## config.mk

```make
export PLATFORM = sky130hd
export DESIGN_NAME = rv32_mem_arbiter
export DESIGN_NICKNAME = d
export VERILOG_FILES = /design/src/rtl/rv32_arb_pkg.sv /design/src/rtl/rv32_arb_owner_fifo.sv /design/src/rtl/rv32_mem_arbiter.sv
export SDC_FILE = /design/constraint.sdc
export NUM_CORES = 1
export LEC_CHECK = 0
export ABC_AREA = 0
export BUFFER_PORTS_ARGS = -buffer_cell sky130_fd_sc_hd__buf_2
export CAP_MARGIN = 30
export CELL_PAD_IN_SITES_DETAIL_PLACEMENT = 0
export CELL_PAD_IN_SITES_GLOBAL_PLACEMENT = 1
export CORE_AREA = 2 2 122 124
export CTS_CLUSTER_DIAMETER = 200
export DETAILED_ROUTE_END_ITERATION = 10
export DIE_AREA = 0 0 124 126
export PLACE_DENSITY_LB_ADDON = 0.12
export SYNTH_ARGS = -nofsm -noshare
export SYNTH_HDL_FRONTEND = slang
export SYNTH_SLANG_ARGS = --single-unit
```

## constraint.sdc

```tcl
create_clock -name clk -period 4.3 [get_ports clk]
set_input_delay 0.86 -clock clk [delete_from_list [all_inputs] [get_ports clk]]
set_output_delay 0.86 -clock clk [all_outputs]
set_load 0.01 [all_outputs]
```

## src/rtl/rv32_arb_pkg.sv

```systemverilog
// Shared types for the two-port memory arbiter: owner IDs, arbiter states and the muxed request bundle.
package rv32_arb_pkg;

    typedef enum logic {
        ARB_M0 = 1'b0,
        ARB_M1 = 1'b1
    } arb_owner_t;

    typedef enum logic {
        ARB_IDLE = 1'b0,
        ARB_HOLD = 1'b1
    } arb_state_t;

    typedef struct packed {
        logic [31:0] addr;
        logic        we;
        logic [3:0]  be;
        logic [31:0] wdata;
    } mem_arb_req_t;

endpackage

```

## src/rtl/rv32_arb_owner_fifo.sv

```systemverilog
// Owner-ID FIFO recording which port each accepted request belongs to; head visible the same cycle.
// Latency: push visible at head one cycle later. Backpressure: full/empty flags; push when full and pop when empty are ignored.
module rv32_arb_owner_fifo
    import rv32_arb_pkg::*;
#(
    parameter int DEPTH = 4
) (
    input  logic       clk,
    input  logic       reset,
    input  logic       push,
    input  arb_owner_t push_owner,
    input  logic       pop,
    output arb_owner_t head,
    output logic       full,
    output logic       empty
);

    localparam int AW = (DEPTH > 1) ? $clog2(DEPTH) : 1;

    arb_owner_t     slots [DEPTH];
    logic [AW-1:0]  wr_ptr;
    logic [AW-1:0]  rd_ptr;
    logic [AW:0]    count;
    logic           do_push;
    logic           do_pop;

    assign full    = (count == (AW+1)'(DEPTH));
    assign empty   = (count == '0);
    assign do_push = push && !full;
    assign do_pop  = pop && !empty;
    assign head    = slots[rd_ptr];

    // DEPTH is a power of two, so the pointers wrap by natural overflow.
    always_ff @(posedge clk) begin
        if (reset) begin
            wr_ptr <= '0;
            rd_ptr <= '0;
            count  <= '0;
        end else begin
            if (do_push) wr_ptr <= wr_ptr + 1'b1;
            if (do_pop)  rd_ptr <= rd_ptr + 1'b1;
            case ({do_push, do_pop})
                2'b10:   count <= count + 1'b1;
                2'b01:   count <= count - 1'b1;
                default: count <= count;
            endcase
        end
    end

    always_ff @(posedge clk) begin
        if (do_push) slots[wr_ptr] <= push_owner;
    end

endmodule

```

## src/rtl/rv32_mem_arbiter.sv

```systemverilog
// Shares one memory port between fetch (m0) and data (m1): data-first priority, fetch starvation guard, in-order response routing.
// Combinational request/response paths; grant locks until accepted, requests block at MAX_OUTSTANDING. RV32_MEM_ARB_PERF_EN adds counters.
module rv32_mem_arbiter
    import rv32_arb_pkg::*;
#(
    parameter int MAX_OUTSTANDING = 4,
    parameter int STARVE_LIMIT    = 8
) (
    input  logic        clk,
    input  logic        reset,
    input  logic        m0_req_valid,
    output logic        m0_req_ready,
    input  logic [31:0] m0_req_addr,
    input  logic        m0_req_we,
    input  logic [3:0]  m0_req_be,
    input  logic [31:0] m0_req_wdata,
    output logic        m0_rsp_valid,
    output logic [31:0] m0_rsp_data,
    input  logic        m1_req_valid,
    output logic        m1_req_ready,
    input  logic [31:0] m1_req_addr,
    input  logic        m1_req_we,
    input  logic [3:0]  m1_req_be,
    input  logic [31:0] m1_req_wdata,
    output logic        m1_rsp_valid,
    output logic [31:0] m1_rsp_data,
    output logic        mem_req_valid,
    input  logic        mem_req_ready,
    output logic [31:0] mem_req_addr,
    output logic        mem_req_we,
    output logic [3:0]  mem_req_be,
    output logic [31:0] mem_req_wdata,
    input  logic        mem_rsp_valid,
    input  logic [31:0] mem_rsp_data,
    output logic        err_spurious
`ifdef RV32_MEM_ARB_PERF_EN
    ,
    output logic [31:0] perf_m0_grants,
    output logic [31:0] perf_m1_grants,
    output logic [31:0] perf_full_stalls
`endif
);

    localparam int SW = $clog2(STARVE_LIMIT + 1);

    arb_state_t    state, state_nxt;
    arb_owner_t    held, held_nxt;
    arb_owner_t    owner;
    arb_owner_t    head;
    logic [SW-1:0] starve_cnt;
    mem_arb_req_t  m0_req, m1_req, sel_req;
    logic          sel_valid;
    logic          xfer;
    logic          fifo_full;
    logic          fifo_empty;
    logic          rsp_hit;

    assign m0_req = '{addr: m0_req_addr, we: m0_req_we, be: m0_req_be, wdata: m0_req_wdata};
    assign m1_req = '{addr: m1_req_addr, we: m1_req_we, be: m1_req_be, wdata: m1_req_wdata};

    always_comb begin
        owner     = held;
        state_nxt = state;
        held_nxt  = held;

        if (state == ARB_IDLE) begin
            if (starve_cnt == SW'(STARVE_LIMIT)) owner = ARB_M0;
            else if (m1_req_valid)               owner = ARB_M1;
            else                                 owner = ARB_M0;
        end

        sel_valid     = (owner == ARB_M1) ? m1_req_valid : m0_req_valid;
        sel_req       = (owner == ARB_M1) ? m1_req : m0_req;
        // A pop in the same cycle does not free a slot for this request.
        mem_req_valid = sel_valid && !fifo_full;
        xfer          = mem_req_valid && mem_req_ready;
        m0_req_ready  = xfer && (owner == ARB_M0);
        m1_req_ready  = xfer && (owner == ARB_M1);

        case (state)
            ARB_IDLE: begin
                if (mem_req_valid && !mem_req_ready) begin
                    state_nxt = ARB_HOLD;
                    held_nxt  = owner;
                end
            end
            ARB_HOLD: begin
                // Leaving on a dropped valid recovers from a requester that withdraws.
                if (xfer || !sel_valid) state_nxt = ARB_IDLE;
            end
            default: state_nxt = ARB_IDLE;
        endcase
    end

    assign mem_req_addr  = sel_req.addr;
    assign mem_req_we    = sel_req.we;
    assign mem_req_be    = sel_req.be;
    assign mem_req_wdata = sel_req.wdata;

    always_ff @(posedge clk) begin
        if (reset) begin
            state      <= ARB_IDLE;
            held       <= ARB_M0;
            starve_cnt <= '0;
        end else begin
            state <= state_nxt;
            held  <= held_nxt;
            if (m0_req_valid && !m0_req_ready) begin
                if (starve_cnt != SW'(STARVE_LIMIT)) starve_cnt <= starve_cnt + 1'b1;
            end else begin
                starve_cnt <= '0;
            end
        end
    end

    rv32_arb_owner_fifo #(
        .DEPTH (MAX_OUTSTANDING)
    ) u_owner_fifo (
        .clk        (clk),
        .reset      (reset),
        .push       (xfer),
        .push_owner (owner),
        .pop        (mem_rsp_valid),
        .head       (head),
        .full       (fifo_full),
        .empty      (fifo_empty)
    );

    assign rsp_hit      = mem_rsp_valid && !fifo_empty;
    assign m0_rsp_valid = rsp_hit && (head == ARB_M0);
    assign m1_rsp_valid = rsp_hit && (head == ARB_M1);
    assign m0_rsp_data  = mem_rsp_data;
    assign m1_rsp_data  = mem_rsp_data;

    always_ff @(posedge clk) begin
        if (reset)                            err_spurious <= 1'b0;
        else if (mem_rsp_valid && fifo_empty) err_spurious <= 1'b1;
    end

`ifdef RV32_MEM_ARB_PERF_EN
    always_ff @(posedge clk) begin
        if (reset) begin
            perf_m0_grants   <= '0;
            perf_m1_grants   <= '0;
            perf_full_stalls <= '0;
        end else begin
            if (m0_req_ready) perf_m0_grants <= perf_m0_grants + 32'd1;
            if (m1_req_ready) perf_m1_grants <= perf_m1_grants + 32'd1;
            if ((m0_req_valid || m1_req_valid) && fifo_full)
                perf_full_stalls <= perf_full_stalls + 32'd1;
        end
    end
`endif

endmodule

```

==> run metrics, run 1 <==
crit-path cells inv_1 > ha_1 > and3b_1 > o21ai_4 > buf_4 > mux2_2 > buf_2; Post-CTS Setup Repair Bufs 0; Most used DFF post-synth dfxtp_1; Synth Net Count between 400 and 500; register clock-pin slew on the reported worst setup and hold paths approximately 0.06 ns; largest net degree at the start of global routing 46; Post-Synthesis Cells ~240; RSZ-0062 raised after global routing false; Final Wtd Congestion 0.742; clock root buffer clkbuf_16; initial antenna violation count 0; Slew headroom 61.5%; CP endpoint kind primary output; power density cells around 300 mW/mm^2; cts hold-fix bufs 0; DRT Wirelength 7830 um; # rows 44; CTS tree built; WL/cell around 14 um; via/cell ratio between 3 and 4; IO Port Bufs 218; slowest stage delay, CP approximately 0.50 ns; Total GRT Usage a little under a tenth; VDD IR-drop max 113 uV; CTS Buf Count 3; status finished, final reports clean; slowest stage cell, crit path buf_4; synthesis warning total 0; first drt pass iteration count 4; total of max-cap violations 0; Yosys reg bits 20; static leakage about 1.6 nW; CP arrival around 2.5 ns; grt total ovfl 0; Total Power 0.966 mW; Sw Pwr roughly 0.34 mW; Chip Height ~130 um; Diodes inserted 0; ys async rst share 0%; post-synthesis sequential area ratio a little under a fifth; Synth cell types 37; H-tree Lvls 1; Min-Delay Path Class reg -> reg; Data required, critical path ~3.4 ns; Power Internal just over 0.6 mW; Ports roughly 320; pre-CTS setup slack around 1.1 ns; Post-Layout Inst Area roughly 0.0032 sq mm; layout net count around 580; Clk pwr share 20.2%; worst-margin pin slew just under 0.6 ns; die area 0.0156 sq mm; first-pass GRT wire length between 10000 and 15000 um; clock sink total 20; Logic pwr share 53.1%; area post-placement between 0.003 and 0.004 sq mm; DRC viols 0; Fmax 302 MHz; final setup fails 0; Clock Path Buffers 2; post_cts resized 0; Final Util around 22%; minimum clock period 3.31 ns; Final ANT Viol Nets 0; crit-path max FO 45; Register-to-Register Path Depth 10; die boundary width around 120 um; fillcell total approximately 1600; Clock Skew about 0.0034 ns; Sw Share 35.4%; setup slack after layout roughly 1 ns; clk_lat worst skew roughly 0.25 ns; hpwl dp a little under 7000 um; setup TNS 0 ns; hold path depth 2; nature of the critical path startpoint flip-flop; period utilization between 70% and 80%; Post-synth EDFFs 4; layout cells sized above 1 roughly three quarters; Starting Density 16.4%; Area Growth Syn to Fin 36.7%; CORE AREA between 0.01 and 0.015 sq mm; Post-Syn Area 0.00234 sq mm; crit path kind reg -> out; final hold viol count 0; Sequential Power Share 26.7%; vias approximately 2100; Slew Viols, Final 0; initial drt markers 47; vias in the first global route approximately 2200; syn_area_per_cell between 9 and 10 sq um
[placed cells by master, fill, tap and decap left out, types with 4 or more instances in the layout]
| cell | count |
|---|---|
| a21oi_1 | 4 |
| and2_1 | 5 |
| buf_2 | 218 |
| dfxtp_1 | 16 |
| edfxtp_1 | 4 |
| ha_1 | 7 |
| inv_1 | 10 |
| mux2_1 | 8 |
| mux2_2 | 61 |
| nor2_1 | 17 |
| xor2_1 | 4 |
[flip-flops by register name (all words and copies together), names as in the netlist, named ones only]
signal / flops
u_owner_fifo.slots: 4
u_owner_fifo.wr_ptr: 2
err_spurious: 1
state: 1
u_owner_fifo.rd_ptr: 2
starve_cnt: 4
held: 1
u_owner_fifo.count: 3
[critical path: cells and delay by family (launching register included)]
family | cells | cell delay [ns]
AO/OA/AOI/OAI | 1 | 0.21
adder cells (fa/ha/maj) | 1 | 0.21
buffers and inverters | 3 | 0.71
flip-flops | 1 | 0.35
multiplexers | 1 | 0.42
AND/OR/NAND/NOR | 1 | 0.25
[through the flow]
stage,hold WS (ns),instances
floorplan,0.454,242
CTS,0.479,576
finish,0.471,576
global placement,0.445,572
global route,0.540,576
detailed placement,0.461,572
[final cells by class]
class	instances	area, sq um	area share (%)
Multi-Input combinational cell	138	1310	40.9
Timing Repair Buffer	220	1110	34.5
Sequential cell	20	440	13.7
Tap cell	184	230	7.18
Clock buffer	3	75.1	2.34
Inverter	10	37.5	1.17
Clock inverter	1	3.75	0.117
[cell usage after synthesis (3+ instances only)]
cell type | count | area share, %
inv_1 | 10 | 1.6
ha_1 | 7 | 3.7
xor2_1 | 4 | 1.5
dfxtp_1 | 16 | 14
buf_6 | 4 | 1.9
mux2_2 | 61 | 29
mux2_1 | 8 | 3.8
a21oi_1 | 4 | 0.85
and2_1 | 5 | 1.3
edfxtp_1 | 4 | 5.1
nand2b_1 | 3 | 0.80
nor2_1 | 17 | 2.7
buf_4 | 67 | 21
[per-layer routing]
layer	share of wire, %	track usage, %	vias to the layer above
met1	34	9.42	949
met5	0	0	-
met3	9.6	2.81	17
met2	55	18.6	125
li1	-	-	1056
met4	1.5	2.64	0
[power groups by stage]
stage                     combinational (mW)  sequential (mW)  clock (mW)
after global placement                 0.526            0.263           0
after detailed placement               0.523            0.263           0
final                                  0.513            0.258       0.195
after global routing                   0.573            0.265       0.207
after floorplan                        0.402            0.257           0
after CTS                              0.527            0.259       0.202
[cells by family (layout without fill, tap and decap cells)]
| group | Yosys count | after routing | synth area share, % |
|---|---|---|---|
| flip-flops | 20 | 20 | 18.8 |
| adder cells (fa/ha/maj) | 8 | 8 | 4.59 |
| buffers and inverters | 84 | 234 | 25.6 |
| multiplexers | 73 | 73 | 35.6 |
| AND/OR/NAND/NOR | 37 | 37 | 7.95 |
| AO/OA/AOI/OAI | 14 | 14 | 5.28 |
| XOR/XNOR | 6 | 6 | 2.24 |
[worst paths after layout]
| path | startpoint | end | slack, ns |
|---|---|---|---|
| max | starve_cnt[0] | mem_req_wdata[24] | 0.99 |
| min | err_spurious | err_spurious | 0.47 |
| max reg2reg | u_owner_fifo.count[2] | u_owner_fifo.count[2] | 1.59 |
| min reg2reg | err_spurious | err_spurious | 0.47 |
No activity file was read; power rests on OpenSTA's default activity.
==> run 2: changes to the inputs <==
Clock period 4.3 ns to 3.2 ns, I/O delays scaled along.
==> run 2 against run 1 <==
Effect of this change: first-iteration DRC count is 6.4% higher; highest routed layer unchanged; largest power group unchanged; hold slack worse by 0.0034 ns; global-route usage is 0.27 points lower; total power is 44% higher; clock power is 76% higher.
==> run metrics, run 2 (synthesis results as in run 1) <==
clock root buffer clkbuf_16 (unchanged); commonest cells after routing, fill and taps aside 218 x buf_2, 61 x mux2_2, 17 x nor2_1 (unchanged); period utilization between 90% and 100%; DRT Wirelength 7720 um (was 7830 um); Ports 315 (unchanged); most common cell after layout, fill and taps aside buf_2 (unchanged); status finished, final reports clean (unchanged); pre-CTS setup slack 0.515 ns (was 1.05 ns); biggest regs starve_cnt x4, u_owner_fifo.slots x4, u_owner_fifo.count x3 (unchanged); Total GRT Usage 9.20% (was 9.47%); setup TNS 0 ns (unchanged); static leakage 1.58 nW (was 1.57 nW); RSZ-0062 raised after global routing false (unchanged); largest net degree at the start of global routing 46 (unchanged); IO Port Bufs 218 (unchanged); CTS Buf Count 3 (unchanged); H-tree Lvls 1 (unchanged); Min-Delay Path Class reg -> reg (unchanged); first-pass GRT wire length 11400 um (was 11500 um); crit-path max FO 33 (was 45); Final Wtd Congestion 0.725 (was 0.742); vias 2170 (was 2147); Clock Skew 0.00299 ns (was 0.00340 ns); first drt pass iteration count 4 (unchanged); nature of the critical path startpoint flip-flop (unchanged); final setup fails 0 (unchanged); Diodes inserted 0 (unchanged); die boundary width 124 um (unchanged); Slew headroom 67.7% (was 61.5%); grt total ovfl 0 (unchanged); Clock Path Buffers 2 (unchanged); worst-margin pin slew 0.479 ns (was 0.577 ns); register clock-pin slew on the reported worst setup and hold paths 0.06 ns (about the same); hpwl dp 6680 um (was 6780 um); Chip Height 126 um (unchanged); layout net count 577 (unchanged); WL/cell 13.4 um (was 13.6 um); Area Growth Syn to Fin 38.4% (was 36.7%); Slew Viols, Final 0 (unchanged); CTS tree built (unchanged); via/cell ratio 3.77 (was 3.73); minimum clock period slightly below 3 ns; layout cells sized above 1 74.7% (was 74.5%); Data required, critical path 2.56 ns (was 3.44 ns); setup slack after layout 0.272 ns (was 0.990 ns); cts hold-fix bufs 0 (unchanged); die area 0.0156 sq mm (unchanged); power density cells 430 mW/mm^2 (was 301 mW/mm^2); Final ANT Viol Nets 0 (unchanged); fillcell total 1605 (was 1627); CP endpoint kind primary output (unchanged); DRC viols 0 (unchanged); crit path kind reg -> out (unchanged); Post-Layout Inst Area 0.00324 sq mm (was 0.00321 sq mm); VDD IR-drop max 197 uV (was 113 uV); clock sink total 20 (unchanged); Fmax ~340 MHz; initial antenna violation count 0 (unchanged); CORE AREA 0.0143 sq mm (unchanged); post_cts resized 0 (unchanged); fin cells 576 (unchanged); # rows 44 (unchanged); Starting Density 16.4% (unchanged); CP arrival 2.29 ns (was 2.45 ns); final hold viol count 0 (unchanged); total of max-cap violations 0 (unchanged); Placed Cells incl. Taps 572 (unchanged); clk_lat worst skew 0.25 ns (about the same); vias in the first global route 2230 (was 2232); Post-CTS Setup Repair Bufs 0 (unchanged); area post-placement 0.00314 sq mm (was 0.00313 sq mm); initial drt markers 50 (was 47)
-- run 2: cell count changes in the layout (fill, tap and decap cells not counted), sizes merged --
cell / previous run / this run
clkinv: 1 / 0
bufinv: 0 / 1
-- run 2: final cells by class --
cell class / count / area, sq um / share of cell area (%)
multi-input combinational: 138 / 1310 / 40.5
inverter: 10 / 37.5 / 1.16
sequential: 20 / 440 / 13.6
timing repair buffer: 220 / 1120 / 34.5
clock inverter: 1 / 30.0 / 0.926
tap: 184 / 230 / 7.10
clock buffer: 3 / 75.1 / 2.31
-- run 2: worst paths after layout --
kind         slack (ns)                     to             startpoint  depth (start not counted)
min reg2reg        0.47           err_spurious           err_spurious                          2
max                0.27             mem_req_we          starve_cnt[0]                          7
min                0.47           err_spurious           err_spurious                          2
max reg2reg        0.55  u_owner_fifo.count[2]  u_owner_fifo.count[2]                         10
-- run 2: per-layer routing --
metal | track usage [%] | vias to the layer above | routed length (um)
li1 | - | 1060 | -
met1 | 9.39 | 970 | 2630
met2 | 17.9 | 127 | 4240
met3 | 3.08 | 13 | 793
met4 | 1.65 | 0 | 56
met5 | 0 | - | 0
-- run 2: per-stage QoR --
step	util [%]	hold slack (ns)	power [mW]
after floorplan	-	0.454	0.886
after global placement	21.9	0.450	1.07
after detailed placement	21.9	0.458	1.07
after CTS	22.7	0.476	1.42
after global routing	22.7	0.490	1.50
final	22.7	0.468	1.40
-- run 2: critical path: stages (launching register included) --
cell and delay [ns]:
dfxtp_1 0.35, inv_1 0.07, ha_1 0.21, and3b_1 0.24
o21ai_4 0.23, buf_4 0.39, mux2_2 0.38, buf_2 0.14
-- run 2: power by group --
| part | internal [mW] | switching (mW) | leakage, nW | total [mW] |
|---|---|---|---|---|
| clock network | 0.248 | 0.0946 | 0.0511 | 0.343 |
| registers | 0.309 | 0.0404 | 0.168 | 0.350 |
| logic | 0.368 | 0.335 | 1.36 | 0.703 |
| total | 0.925 | 0.470 | 1.58 | 1.40 |
==> run 3: changes to the inputs <==
Settings changed: SYNTH_HIERARCHICAL set to 1.
==> run 3 against run 2 <==
Effect of this change: combinational power up 16%; synthesized cell count increased by 4.1%; largest power group unchanged; sequential power grew 2%; clock skew up 0.0022 ns; critical path type unchanged; maximum frequency up 3.3%; highest routed layer is now met5; worst setup slack better by 0.094 ns; final area grew 8.2%.
==> run metrics, run 3 <==
Data required, critical path 2.56 ns (about the same); area post-placement 0.00340 sq mm (was 0.00314 sq mm); via/cell ratio 4.01 (was 3.77); Synth Area in XOR/XNOR 1.69% (was 2.24%); Ports 315 (unchanged); DRT Wirelength 12400 um (was 7720 um); Clock Path Buffers 2 (unchanged); worst-margin pin slew 0.557 ns (was 0.479 ns); biggest regs starve_cnt x4, u_owner_fifo/slots x4, u_owner_fifo/count x3 (was starve_cnt x4, u_owner_fifo.slots x4, u_owner_fifo.count x3); most common cell after layout, fill and taps aside buf_2 (unchanged); layout net count 590 (was 577); syn_area_per_cell 10.3 sq um (was 9.69 sq um); crit path kind reg -> out (unchanged); WL/cell 21.1 um (was 13.4 um); Post-synth EDFFs 4 (unchanged); FF-to-FF Start u_owner_fifo/count[2] (was u_owner_fifo.count[2]); CTS tree built (unchanged); Reg area 440 sq um (unchanged); grt total ovfl 0 (unchanged); first-pass GRT wire length 15900 um (was 11400 um); Synth top area share 28.9% (was 29.3%); first drt pass iteration count 4 (unchanged); clock root buffer clkbuf_16 (unchanged); area of the multi-input gates 0.00155 sq mm (was 0.00131 sq mm); initial antenna violation count 4 (was 0); DRC viols 0 (unchanged); VDD IR-drop max 225 uV (was 197 uV); CTS Buf Count 3 (unchanged); largest family of logic cells by synthesized area multiplexers (unchanged); Register-to-Register Path Depth 13 (was 10); # rows 44 (unchanged); Final Wtd Congestion 0.855 (was 0.725); most frequent cell after synthesis buf_4 (unchanged); commonest cells in the synthesized netlist 64 x buf_4, 50 x mux2_4, 16 x dfxtp_1, 14 x inv_1, 14 x mux2_2 (was 67 x buf_4, 61 x mux2_2, 17 x nor2_1, 16 x dfxtp_1, 10 x inv_1); top cells by area, synth mux2_4 29%, buf_4 18%, dfxtp_1 12% (was mux2_2 29%, buf_4 21%, dfxtp_1 14%); Final ANT Viol Nets 0 (unchanged); largest net degree at the start of global routing 74 (was 46); Slew headroom 62.9% (was 67.7%); CP endpoint kind primary output (unchanged); WHS 0.462 ns (was 0.468 ns); vias in the first global route 2369 (was 2230); static leakage 1.87 nW (was 1.58 nW); register clock-pin slew on the reported worst setup and hold paths 0.06 ns (about the same); cts hold-fix bufs 0 (unchanged); die boundary width 124 um (unchanged); CP arrival 2.19 ns (was 2.29 ns); power density cells 432 mW/mm^2 (was 430 mW/mm^2); Total GRT Usage 14.4% (was 9.20%); Yosys reg bits 20 (unchanged); final hold viol count 0 (unchanged); Post-Synth Adder-Cell Area 4.14% (was 4.59%); hpwl dp 10900 um (was 6680 um); Post-Synthesis Cells 252 (was 242); simple-gate area share of the yosys netlist 9.10% (was 7.95%); Slew Viols, Final 0 (unchanged); total of max-cap violations 0 (unchanged); Starting Density 18.2% (was 16.4%); Chip Height 126 um (unchanged); setup TNS 0 ns (unchanged); period utilization 88.6% (was 91.5%); Post-CTS Setup Repair Bufs 0 (unchanged); reg2reg setup slack 0.55 ns (about the same); final setup fails 0 (unchanged); synthesis warning total 6 (was 0); Post-Layout Inst Area 0.00351 sq mm (was 0.00324 sq mm); H-tree Lvls 1 (unchanged); CORE AREA 0.0143 sq mm (unchanged); reg2reg end u_owner_fifo/count[2] (was u_owner_fifo.count[2]); post_cts resized 0 (unchanged); Synth cell types 43 (was 37); vias 2366 (was 2170); IO Port Bufs 218 (unchanged); Most used DFF post-synth dfxtp_1 (unchanged); Fmax 353 MHz (was 341 MHz); nature of the critical path startpoint flip-flop (unchanged); minimum clock period 2.83 ns (was 2.93 ns); Yosys top cell by area mux2_4 (was mux2_2); layout cells sized above 1 73.3% (was 74.7%); Min-Delay Path Class reg -> reg (unchanged); fillcell total 1636 (was 1605); Post-Syn Area 0.00260 sq mm (was 0.00234 sq mm); crit-path max FO 73 (was 33); multiplexer area fraction after synthesis 38.4% (was 35.6%); Area Growth Syn to Fin 35.1% (was 38.4%); ys async rst share 0% (unchanged); clk_lat worst skew 0.25 ns (about the same); Worst Setup EP mem_req_addr[16] (was mem_req_we); Setup crit start starve_cnt[0] (unchanged); RSZ-0062 raised after global routing false (unchanged); clock sink total 20 (unchanged); commonest cells after routing, fill and taps aside 218 x buf_2, 50 x mux2_4, 16 x dfxtp_1 (was 218 x buf_2, 61 x mux2_2, 17 x nor2_1); status finished, final reports clean (unchanged); compound-cell area share of the yosys netlist 5.87% (was 5.28%); post-synthesis sequential area ratio 16.9% (was 18.8%); Clock Skew 0.00517 ns (was 0.00299 ns); initial drt markers 80 (was 50); Synth Net Count 436 (was 426); die area 0.0156 sq mm (unchanged)
[run 3: cells by family after synthesis]
| family | count (synthesis) |
|---|---|
| compound gates | 24 |
| xor+xnor | 5 |
| fa+ha+maj | 8 |
| buf+inv | 87 |
| flops | 20 |
| mux | 71 |
| simple gates | 37 |
[run 3: metal layers]
metal  track usage [%]  part of all wire, %  wire, um  vias to the layer above
li1                  -                    -         -                     1118
met1              15.7                   37      4560                     1054
met4              3.70                  1.7       215                        6
met5                 0                 0.33        41                        -
met2              20.6                   41      5040                      158
met3              12.8                   21      2580                       30
[run 3: layout make-up]
type | instances | share of cell area, %
diodes | 1 | 0.0713
inverters | 14 | 1.50
multi-input cells | 145 | 44.0
repair buffers | 222 | 32.3
flip-flops and latches | 20 | 12.5
well taps | 184 | 6.56
clock inverters | 1 | 0.856
clock buffers | 3 | 2.14
[run 3: worst min-delay path by stage]
stage | startpoint | cells after the start | slack [ns] | end
after global placement | err_spurious | 2 | 0.44 | err_spurious
after global routing | err_spurious | 2 | 0.51 | err_spurious
after CTS | err_spurious | 2 | 0.46 | err_spurious
final | err_spurious | 2 | 0.46 | err_spurious
after floorplan | held | 2 | 0.45 | held
after detailed placement | err_spurious | 2 | 0.45 | err_spurious
[run 3: metrics by stage]
stage	setup WS, ns	total power, mW	utilization (%)	cells
after global placement	0.424	1.19	23.8	585
after detailed placement	0.399	1.19	23.8	585
final	0.365	1.52	24.5	590
after global routing	0.228	1.62	24.5	589
after floorplan	0.404	0.956	-	252
after CTS	0.346	1.54	24.5	589
[run 3: where the power goes]
part           internal [mW]  switching, mW  total [mW]
Sequential             0.309         0.0471       0.356
Combinational          0.423          0.392       0.815
Clock                  0.248         0.0961       0.344
[run 3: critical path: stages, from the launching register on]
cell and delay, ns:
dfxtp_1 0.35, inv_1 0.08, ha_1 0.20, nand3b_4 0.12, a21oi_4 0.17, buf_12 0.40, mux2_4 0.36, buf_2 0.14
